==> config.mk <==
export PLATFORM = sky130hd
export DESIGN_NAME = alu_sequencer_flat
export DESIGN_NICKNAME = d
export VERILOG_FILES = /design/src/rtl/alu_sequencer_if.sv /design/src/rtl/alu_sequencer.sv /design/src/flat_wrapper.sv
export SDC_FILE = /design/constraint.sdc
export NUM_CORES = 1
export LEC_CHECK = 0
export ABC_AREA = 1
export CORE_MARGIN = 10
export CORE_UTILIZATION = 43
export CTS_BUF_LIST = sky130_fd_sc_hd__clkbuf_8
export CTS_CLUSTER_SIZE = 30
export DETAILED_ROUTE_END_ITERATION = 10
export PLACE_DENSITY = 0.83
export SYNTH_ARGS = -nofsm -noshare
export SYNTH_HDL_FRONTEND = slang
export SYNTH_SLANG_ARGS = --single-unit
==> constraint.sdc <==
create_clock -name clock -period 1.8 [get_ports clock]
set_input_delay 0.45 -clock clock [delete_from_list [all_inputs] [get_ports clock]]
set_output_delay 0.45 -clock clock [all_outputs]
set_load 0.1 [all_outputs]
==> src/rtl/alu_sequencer_if.sv <==
// Request, ALU-drive and response signals of alu_sequencer grouped into one bundle.
// The slave modport is the sequencer's view; master is the control unit / ALU / consumer side.
interface alu_sequencer_if;
  logic        req_valid;
  logic        req_ready;
  logic [3:0]  req_op;
  logic [31:0] req_a;
  logic [31:0] req_b;
  logic [3:0]  alu_opcode;
  logic        alu_exec;
  logic [31:0] alu_a;
  logic [31:0] alu_b;
  logic [31:0] alu_result;
  logic [31:0] alu_hi;
  logic        rsp_valid;
  logic        rsp_ready;
  logic [31:0] rsp_lo;
  logic [31:0] rsp_hi;
  logic        rsp_err;
  logic        busy;

  modport slave (
    input  req_valid, req_op, req_a, req_b, alu_result, alu_hi, rsp_ready,
    output req_ready, alu_opcode, alu_exec, alu_a, alu_b,
           rsp_valid, rsp_lo, rsp_hi, rsp_err, busy
  );

  modport master (
    output req_valid, req_op, req_a, req_b, alu_result, alu_hi, rsp_ready,
    input  req_ready, alu_opcode, alu_exec, alu_a, alu_b,
           rsp_valid, rsp_lo, rsp_hi, rsp_err, busy
  );
endinterface

==> src/rtl/alu_sequencer.sv <==
// Multi-cycle ALU issue/capture controller with per-opcode settle windows.
// Optional ALU_SEQ_DIV0_TRAP_EN: DIV by zero is trapped without exec and flagged on rsp_err.
//
// state  | meaning
// S_IDLE | waiting for a request, req_ready high
// S_EXEC | alu_exec high, counter running down to the capture edge
// S_RESP | response held until rsp_ready
module alu_sequencer #(
  parameter int ALU_WAIT    = 1,
  parameter int MULDIV_WAIT = 4
) (
  input  logic          clock,
  input  logic          clear_n,
  alu_sequencer_if.slave bus
);

  localparam int MAX_WAIT = (ALU_WAIT > MULDIV_WAIT) ? ALU_WAIT : MULDIV_WAIT;
  localparam int CW       = $clog2(MAX_WAIT) + 1;
  localparam logic [CW-1:0] ALU_LOAD    = CW'(ALU_WAIT - 1);
  localparam logic [CW-1:0] MULDIV_LOAD = CW'(MULDIV_WAIT - 1);

  typedef enum logic [1:0] {S_IDLE, S_EXEC, S_RESP} state_t;

  state_t          r_state, w_state_nxt;
  logic [CW-1:0]   r_cnt, w_cnt_nxt;
  logic [3:0]      r_op, w_op_nxt;
  logic [31:0]     r_a, w_a_nxt;
  logic [31:0]     r_b, w_b_nxt;
  logic [31:0]     r_lo, w_lo_nxt;
  logic [31:0]     r_hi, w_hi_nxt;
  logic            r_err, w_err_nxt;

  logic w_muldiv_req;
  logic w_muldiv_cur;
  logic w_undef_req;
  logic w_trap_req;

  assign w_muldiv_req = (bus.req_op == 4'd11) || (bus.req_op == 4'd12);
  assign w_muldiv_cur = (r_op == 4'd11) || (r_op == 4'd12);
  assign w_undef_req  = (bus.req_op >= 4'd13);

`ifdef ALU_SEQ_DIV0_TRAP_EN
  assign w_trap_req = (bus.req_op == 4'd12) && (bus.req_b == 32'd0);
`else
  assign w_trap_req = 1'b0;
`endif

  always_comb begin
    w_state_nxt = r_state;
    w_cnt_nxt   = r_cnt;
    w_op_nxt    = r_op;
    w_a_nxt     = r_a;
    w_b_nxt     = r_b;
    w_lo_nxt    = r_lo;
    w_hi_nxt    = r_hi;
    w_err_nxt   = r_err;
    case (r_state)
      S_IDLE: begin
        if (bus.req_valid) begin
          w_op_nxt = bus.req_op;
          w_a_nxt  = bus.req_a;
          w_b_nxt  = bus.req_b;
          // Undefined opcodes and trapped divides skip the ALU entirely.
          if (w_undef_req || w_trap_req) begin
            w_state_nxt = S_RESP;
            w_lo_nxt    = 32'd0;
            w_hi_nxt    = w_trap_req ? bus.req_a : 32'd0;
            w_err_nxt   = w_trap_req;
          end else begin
            w_state_nxt = S_EXEC;
            w_cnt_nxt   = w_muldiv_req ? MULDIV_LOAD : ALU_LOAD;
          end
        end
      end
      S_EXEC: begin
        if (r_cnt == '0) begin
          w_state_nxt = S_RESP;
          w_lo_nxt    = bus.alu_result;
          w_hi_nxt    = w_muldiv_cur ? bus.alu_hi : 32'd0;
          w_err_nxt   = 1'b0;
        end else begin
          w_cnt_nxt = r_cnt - CW'(1);
        end
      end
      S_RESP: begin
        if (bus.rsp_ready) w_state_nxt = S_IDLE;
      end
      default: w_state_nxt = S_IDLE;
    endcase
  end

  always_ff @(posedge clock or negedge clear_n) begin
    if (!clear_n) begin
      r_state <= S_IDLE;
      r_cnt   <= '0;
      r_op    <= 4'd0;
      r_a     <= 32'd0;
      r_b     <= 32'd0;
      r_lo    <= 32'd0;
      r_hi    <= 32'd0;
      r_err   <= 1'b0;
    end else begin
      r_state <= w_state_nxt;
      r_cnt   <= w_cnt_nxt;
      r_op    <= w_op_nxt;
      r_a     <= w_a_nxt;
      r_b     <= w_b_nxt;
      r_lo    <= w_lo_nxt;
      r_hi    <= w_hi_nxt;
      r_err   <= w_err_nxt;
    end
  end

  assign bus.req_ready  = (r_state == S_IDLE);
  assign bus.alu_exec   = (r_state == S_EXEC);
  assign bus.rsp_valid  = (r_state == S_RESP);
  assign bus.busy       = (r_state != S_IDLE);
  assign bus.alu_opcode = r_op;
  assign bus.alu_a      = r_a;
  assign bus.alu_b      = r_b;
  assign bus.rsp_lo     = r_lo;
  assign bus.rsp_hi     = r_hi;
  assign bus.rsp_err    = r_err;

endmodule

==> src/flat_wrapper.sv <==
// flat-port wrapper written by rule: the top's interface ports become plain ports
module alu_sequencer_flat 
#(
  parameter int ALU_WAIT    = 1,
  parameter int MULDIV_WAIT = 4
)
  (clock, clear_n, bus_req_valid, bus_req_op, bus_req_a, bus_req_b, bus_alu_result, bus_alu_hi, bus_rsp_ready, bus_req_ready, bus_alu_opcode, bus_alu_exec, bus_alu_a, bus_alu_b, bus_rsp_valid, bus_rsp_lo, bus_rsp_hi, bus_rsp_err, bus_busy);
  alu_sequencer_if bus_i ();
  input  logic clock;
  input  logic clear_n;
  input wire logic [$bits(bus_i.req_valid)-1:0] bus_req_valid;
  input wire logic [$bits(bus_i.req_op)-1:0] bus_req_op;
  input wire logic [$bits(bus_i.req_a)-1:0] bus_req_a;
  input wire logic [$bits(bus_i.req_b)-1:0] bus_req_b;
  input wire logic [$bits(bus_i.alu_result)-1:0] bus_alu_result;
  input wire logic [$bits(bus_i.alu_hi)-1:0] bus_alu_hi;
  input wire logic [$bits(bus_i.rsp_ready)-1:0] bus_rsp_ready;
  output wire logic [$bits(bus_i.req_ready)-1:0] bus_req_ready;
  output wire logic [$bits(bus_i.alu_opcode)-1:0] bus_alu_opcode;
  output wire logic [$bits(bus_i.alu_exec)-1:0] bus_alu_exec;
  output wire logic [$bits(bus_i.alu_a)-1:0] bus_alu_a;
  output wire logic [$bits(bus_i.alu_b)-1:0] bus_alu_b;
  output wire logic [$bits(bus_i.rsp_valid)-1:0] bus_rsp_valid;
  output wire logic [$bits(bus_i.rsp_lo)-1:0] bus_rsp_lo;
  output wire logic [$bits(bus_i.rsp_hi)-1:0] bus_rsp_hi;
  output wire logic [$bits(bus_i.rsp_err)-1:0] bus_rsp_err;
  output wire logic [$bits(bus_i.busy)-1:0] bus_busy;
  assign bus_i.req_valid = bus_req_valid;
  assign bus_i.req_op = bus_req_op;
  assign bus_i.req_a = bus_req_a;
  assign bus_i.req_b = bus_req_b;
  assign bus_i.alu_result = bus_alu_result;
  assign bus_i.alu_hi = bus_alu_hi;
  assign bus_i.rsp_ready = bus_rsp_ready;
  assign bus_req_ready = bus_i.req_ready;
  assign bus_alu_opcode = bus_i.alu_opcode;
  assign bus_alu_exec = bus_i.alu_exec;
  assign bus_alu_a = bus_i.alu_a;
  assign bus_alu_b = bus_i.alu_b;
  assign bus_rsp_valid = bus_i.rsp_valid;
  assign bus_rsp_lo = bus_i.rsp_lo;
  assign bus_rsp_hi = bus_i.rsp_hi;
  assign bus_rsp_err = bus_i.rsp_err;
  assign bus_busy = bus_i.busy;
  alu_sequencer #(.ALU_WAIT(ALU_WAIT), .MULDIV_WAIT(MULDIV_WAIT)) u_core (.clock(clock), .clear_n(clear_n), .bus(bus_i));
endmodule
==> flow_summary.toml, run 1 <==
[floorplanning]
ioPinCount = 273
core_area_um2 = 13800
dieArea_um2 = 19100
start_util = 0.436
die_x_um = 138
core.rowCount = 43
die_y_um = 138

[timing]
finalMaxSlewViolations = 0
timing.final.ws_setup_ns = -0.0331
max_slew.worst_pin.slew_ns = 0.609
relSlewSlack = 0.594
post-route-period-util = 1.02
fin_setup_tns_ns = -0.0331
finalClockSkew_ns = 0.0110
finalHoldViolations = 0
fin_crit_ns = 1.83
rsz0062_at_grt = "yes"
max_freq_mhz = 546
timing.final.setup_violations = 1

[yosys]
ys_top_cells_by_area = "dfrtp_1 57%, nand2_1 24%, nand3_1 5.6%"
synth_flop_cell = "dfrtp_1"
synthMostInstantiatedCell = "nand2_1"
synth_cells = 763
ys_seq_area_frac = 0.569
async_reset_ff_frac = 1.00
synth_top_cell_by_area = "dfrtp_1"
synth_edf_count = 0
synth_fp_nets = 901
ys_ff_latch = 137
syn_area_um2 = 6020
ys_warn_count = 0
syn_avg_cell_area_um2 = 7.90
ys_types = 24
synth_top_area_share = 0.569
synthTopCellsByCount = "378 x nand2_1, 137 x dfrtp_1, 68 x nand3_1, 42 x inv_1, 39 x nor2_1"

[finish]
post-route-util = 0.791
nets = 1176
fill_cells = 807
final_cells = 1232
drive_gt1_frac = 0.206
area_growth_syn_to_layout_pct = 81.6
register_area_um2 = 3430
multi_input_area_um2 = 2200

[cts]
clock_path_buffers = 2
clock_sinks = 137
cts_tree = "yes"
clkTransAtPathRegs_ns = 0.08
clk_latency_ns = 0.44
htreeDepth = 4
root_buffer = "clkbuf_8"
cts_buffers = 17

[job]
max_cap_violations = 0

[place]
dpl.hpwl_um = 16600
portBuffers = 271
dp_cells = 1193
place_congestion = 0.791
pre_cts_ws_ns = -0.132

[route]
drt_iter0_markers = 342
vias_per_cell = 4.91
avgRoutedWirePerCell_um = 18.0
vias = 6054
drc = 0
wirelength_um = 22200
firstDrtPassIters = 5
postRouteAntennaNets = 0

[worst_setup_path]
crit_path_max_fanout = 4
critical_path_buf_inv_count = 2
critPathArrivalTime_ns = 1.38
path_cells = "nor2_4, buf_6, buf_12"
slowest_delay_ns = 0.45
cp-start-kind = "flop"
cp_top_family = "flip-flops"
worstSetupPathType = "flop to output port"
required_ns = 1.35
critPathSlowestCell = "dfrtp_2"
cp-end-kind = "output port"

[global_routing]
groute.usage.overall = 0.226
grt_pass1_vias = 6255
grt_antenna_before_repair = 1
grt_pass1_wl_um = 35000
grt_max_degree = 58
overflow = 0

[hold_path]
hp-class = "flop to flop"

[outcome]
status = "complete, but fails checks"
violations = "setup timing"
tightest hold or removal path: cells and delay by family (launching register included):
family           cells  cell delay [ns]
flip-flops           1             0.35
AND/OR/NAND/NOR      2             0.11
cell type report:
cell class                 count  share of cell area
inverter                      45              0.0154
sequential                   137               0.314
timing repair buffer         304               0.405
clock inverter                 7              0.0122
antenna                        1            0.000229
clock buffer                  25              0.0314
multi-input combinational    533               0.201
tap                          180              0.0206
cells in the final DEF, fill, tap and decap left out, types with 2 or more instances in the layout:
cell type / Yosys / layout
inv_1: 42 / 43
dfrtp_2: 0 / 4
dfrtp_1: 137 / 133
nor2_1: 39 / 38
clkinv_2: 0 / 2
nand2_1: 378 / 377
ha_1: 2 / 2
nor2_4: 2 / 3
buf_4: 2 / 22
bufinv_16: 0 / 4
buf_12: 0 / 145
a21oi_1: 33 / 33
clkbuf_8: 0 / 25
nand2_2: 1 / 2
nand3_1: 68 / 67
clkdlybuf4s50_1: 0 / 133
o21ai_0: 2 / 2
buf_6: 5 / 2
inv_2: 3 / 3
per-stage QoR:
step | hold slack (ns) | cell area, µm²
floorplan | 0.154 | 6030
global placement | 0.404 | 10400
detailed placement | 0.401 | 10400
CTS | 0.458 | 10900
global route | 0.476 | 10900
finish | 0.484 | 10900
cell families (layout without fill, tap and decap cells):
| logic type | after synthesis | in the layout | synth area share |
|---|---|---|---|
| buffers and inverters | 93 | 381 | 0.0685 |
| AO/OA/AOI/OAI | 38 | 38 | 0.0324 |
| AND/OR/NAND/NOR | 492 | 492 | 0.325 |
| other | 1 | 2 | 0.000622 |
| flip-flops | 137 | 137 | 0.569 |
| adder cells (fa/ha/maj) | 2 | 2 | 0.00415 |
timing repair:
| action | 4_1_cts | 5_1_grt |
|---|---|---|
| setup buffers | 4 | 1 |
| cloned | 0 | 0 |
| pin swaps | 2 | 0 |
| setup endpoints to repair | 4 | 4 |
| hold endpoints to repair | 35 | 0 |
| hold buffers | 1 | 0 |
| gates resized for setup | 3 | 0 |
state kept, by name (all words and copies together), names as in the netlist:
signal                 flops
u_core.bus.rsp_lo         32
u_core.bus.alu_a          32
u_core.bus.alu_b          32
u_core.r_state             2
u_core.bus.rsp_hi         32
u_core.r_cnt               3
u_core.bus.alu_opcode      4
layer usage:
metal / global-route usage / up-vias / routed length (µm)
li1: - / 2881 / -
met5: 0 / - / 0
met4: 0.0633 / 0 / 326
met1: 0.242 / 2864 / 7910
met2: 0.383 / 286 / 11100
met3: 0.116 / 23 / 2870
worst paths after layout:
kind | startpoint | end | slack [ns] | cells past startpoint
hold reg to reg | u_core.r_cnt[1] | u_core.r_cnt[1] | 0.48 | 2
setup / recovery | u_core.r_state[1] | bus_req_ready | -0.03 | 3
setup reg to reg | u_core.r_state[0] | u_core.bus.rsp_lo[18] | 0.18 | 8
min in group asynchronous | clear_n | u_core.bus.alu_a[4] | 0.49 | 2
hold / removal | u_core.r_cnt[1] | u_core.r_cnt[1] | 0.48 | 2
max in group asynchronous | clear_n | u_core.bus.rsp_lo[6] | 0.75 | 3
Power of run 1 is not shown: default switching activity piles up to over one toggle a cycle in this logic, so the estimate is an artifact.
==> run 2, diff against run 1 <==
PLACE_DENSITY = 0.91   (was 0.83)
==> run 2 against run 1 <==
Net effect: worst setup slack improved by 0.066 ns; utilization decreased by 0.62 points; global-route usage is 0.76 points higher; the run now ends clean; cell area decreased by 0.79%; maximum frequency grew 3.8%; flip-flop and latch count did not move; register-to-register slack got worse by 0.04 ns; cell count is 0.57% lower; critical path depth did not move; via count is 1.2% higher.
==> flow_summary.toml, run 2 (same netlist as run 1, synthesis figures left out) <==
[outcome]
status = "finished clean"

[worst_setup_path]
crit_path_max_fanout = 3
crit_start = "u_core.r_state[1]"
required_ns = 1.35
endpoint = "bus_alu_exec"
cp_common_cell = "buf_12"
r2r_start = "u_core.r_state[0]"
path_cells = "nor2_4, buf_12, buf_12"
cp-start-kind = "flop"
rrSetupSlack_ns = 0.14
reg2regPathDepth = 9
slowest_delay_ns = 0.45
critPathSlowestCell = "dfrtp_2"
r2r-end = "u_core.bus.rsp_hi[18]"
critPathArrivalTime_ns = 1.32
worstSetupPathType = "flop to output port"
cp-end-kind = "output port"

[cts]
htreeDepth = 4
clk_latency_ns = 0.43
root_buffer = "clkbuf_8"
cts_tree = "yes"
cts_buffers = 17
clock_path_buffers = 2
clock_sinks = 137
clkTransAtPathRegs_ns = 0.08

[finish]
multi_input_area_um2 = 2200
area_growth_syn_to_layout_pct = 80.2
drive_gt1_frac = 0.201
final_cells = 1225
mostFrequentLayoutCell = "nand2_1"
fill_cells = 783
layout_common_cells = "377 x nand2_1, 145 x buf_12, 133 x clkdlybuf4s50_1, 133 x dfrtp_1, 67 x nand3_1"
nets = 1170
fin_area_um2 = 10900
n_antenna_cell = 0
register_area_um2 = 3430

[place]
place_congestion = 0.815
dp_cells = 1185
portBuffers = 271
pre_cts_ws_ns = -0.110
dpl_cell_area_um2 = 10300
dpl.hpwl_um = 17200

[timing]
max_freq_mhz = 566
finalMaxSlewViolations = 0
timing.final.ws_setup_ns = 0.0332
fin_crit_ns = 1.77
finalHoldViolations = 0
post-route-period-util = 0.982
finalClockSkew_ns = 0.00972
timing.final.setup_violations = 0
rsz0062_at_grt = "yes"

[hold_path]
hp-class = "input pin to asynchronous set/reset pin"

[route]
drc = 0
vias_per_cell = 5.00
postRouteAntennaNets = 0
drt_iter0_markers = 390
wirelength_um = 22600
avgRoutedWirePerCell_um = 18.5
vias = 6128
firstDrtPassIters = 5

[global_routing]
grt_max_degree = 62
grt_antenna_before_repair = 0
overflow = 0
groute.usage.overall = 0.234
grt_pass1_vias = 6464
grt_pass1_wl_um = 36000

[floorplanning]
start_util = 0.436
core_area_um2 = 13800
die_y_um = 138
core.rowCount = 43
dieArea_um2 = 19100
ioPinCount = 273
die_x_um = 138

[job]
max_cap_violations = 0
run 2: cell types whose count changed in the layout (fill, tap and decap cells not counted):
cell and delta:
clkbuf_8 -4, buf_4 -6, nor2_4 +1, clkinv_4 +3, bufinv_16 -1, nor2_2 -1, diode_2 -1, clkinvlp_4 +2
run 2: timing repair:
item / 4_1_cts / 5_1_grt
hold buffers: 1 / 0
pin swaps: 3 / 3
gates resized for setup: 3 / 1
endpoints found under the setup margin: 4 / 5
setup buffers: 5 / 3
hold endpoints to repair: 27 / 0
run 2: area by class of cell:
class,instances,area share
Clock inverter,11,0.0134
Sequential cell,137,0.316
Multi-Input combinational cell,533,0.203
Clock buffer,21,0.0266
Timing Repair Buffer,298,0.405
Inverter,45,0.0156
Tap cell,180,0.0207
run 2: worst min path at each step:
stage | startpoint | slack (ns) | end | depth (start not counted)
after global placement | clear_n | 0.35 | u_core.bus.rsp_hi[13] | 1
after floorplan | clear_n | 0.15 | u_core.bus.alu_a[0] | 0
final | clear_n | 0.46 | u_core.bus.rsp_hi[20] | 2
after detailed placement | clear_n | 0.35 | u_core.bus.rsp_hi[20] | 1
after CTS | clear_n | 0.46 | u_core.bus.rsp_hi[20] | 2
after global routing | clear_n | 0.45 | u_core.bus.rsp_hi[20] | 2
run 2: per-stage QoR:
| stage | setup TNS, ns | hold WS, ns | utilization |
|---|---|---|---|
| floorplan | 0 | 0.154 | - |
| global placement | -0.982 | 0.349 | 0.748 |
| detailed placement | -4.61 | 0.351 | 0.748 |
| CTS | -0.0217 | 0.457 | 0.784 |
| global route | -0.0923 | 0.448 | 0.785 |
| finish | 0 | 0.459 | 0.785 |
run 2: critical path: cells and delay by family, from the launching register on:
kind | cells | cell delay [ns]
buffers and inverters | 2 | 0.28
flip-flops | 1 | 0.45
AND/OR/NAND/NOR | 1 | 0.16
run 2: layer usage:
layer	routed length (µm)	track usage
met4	463	0.0710
met3	2860	0.118
met2	11300	0.396
met5	0	0
met1	7980	0.249
Power of run 2 is left out for the same reason.
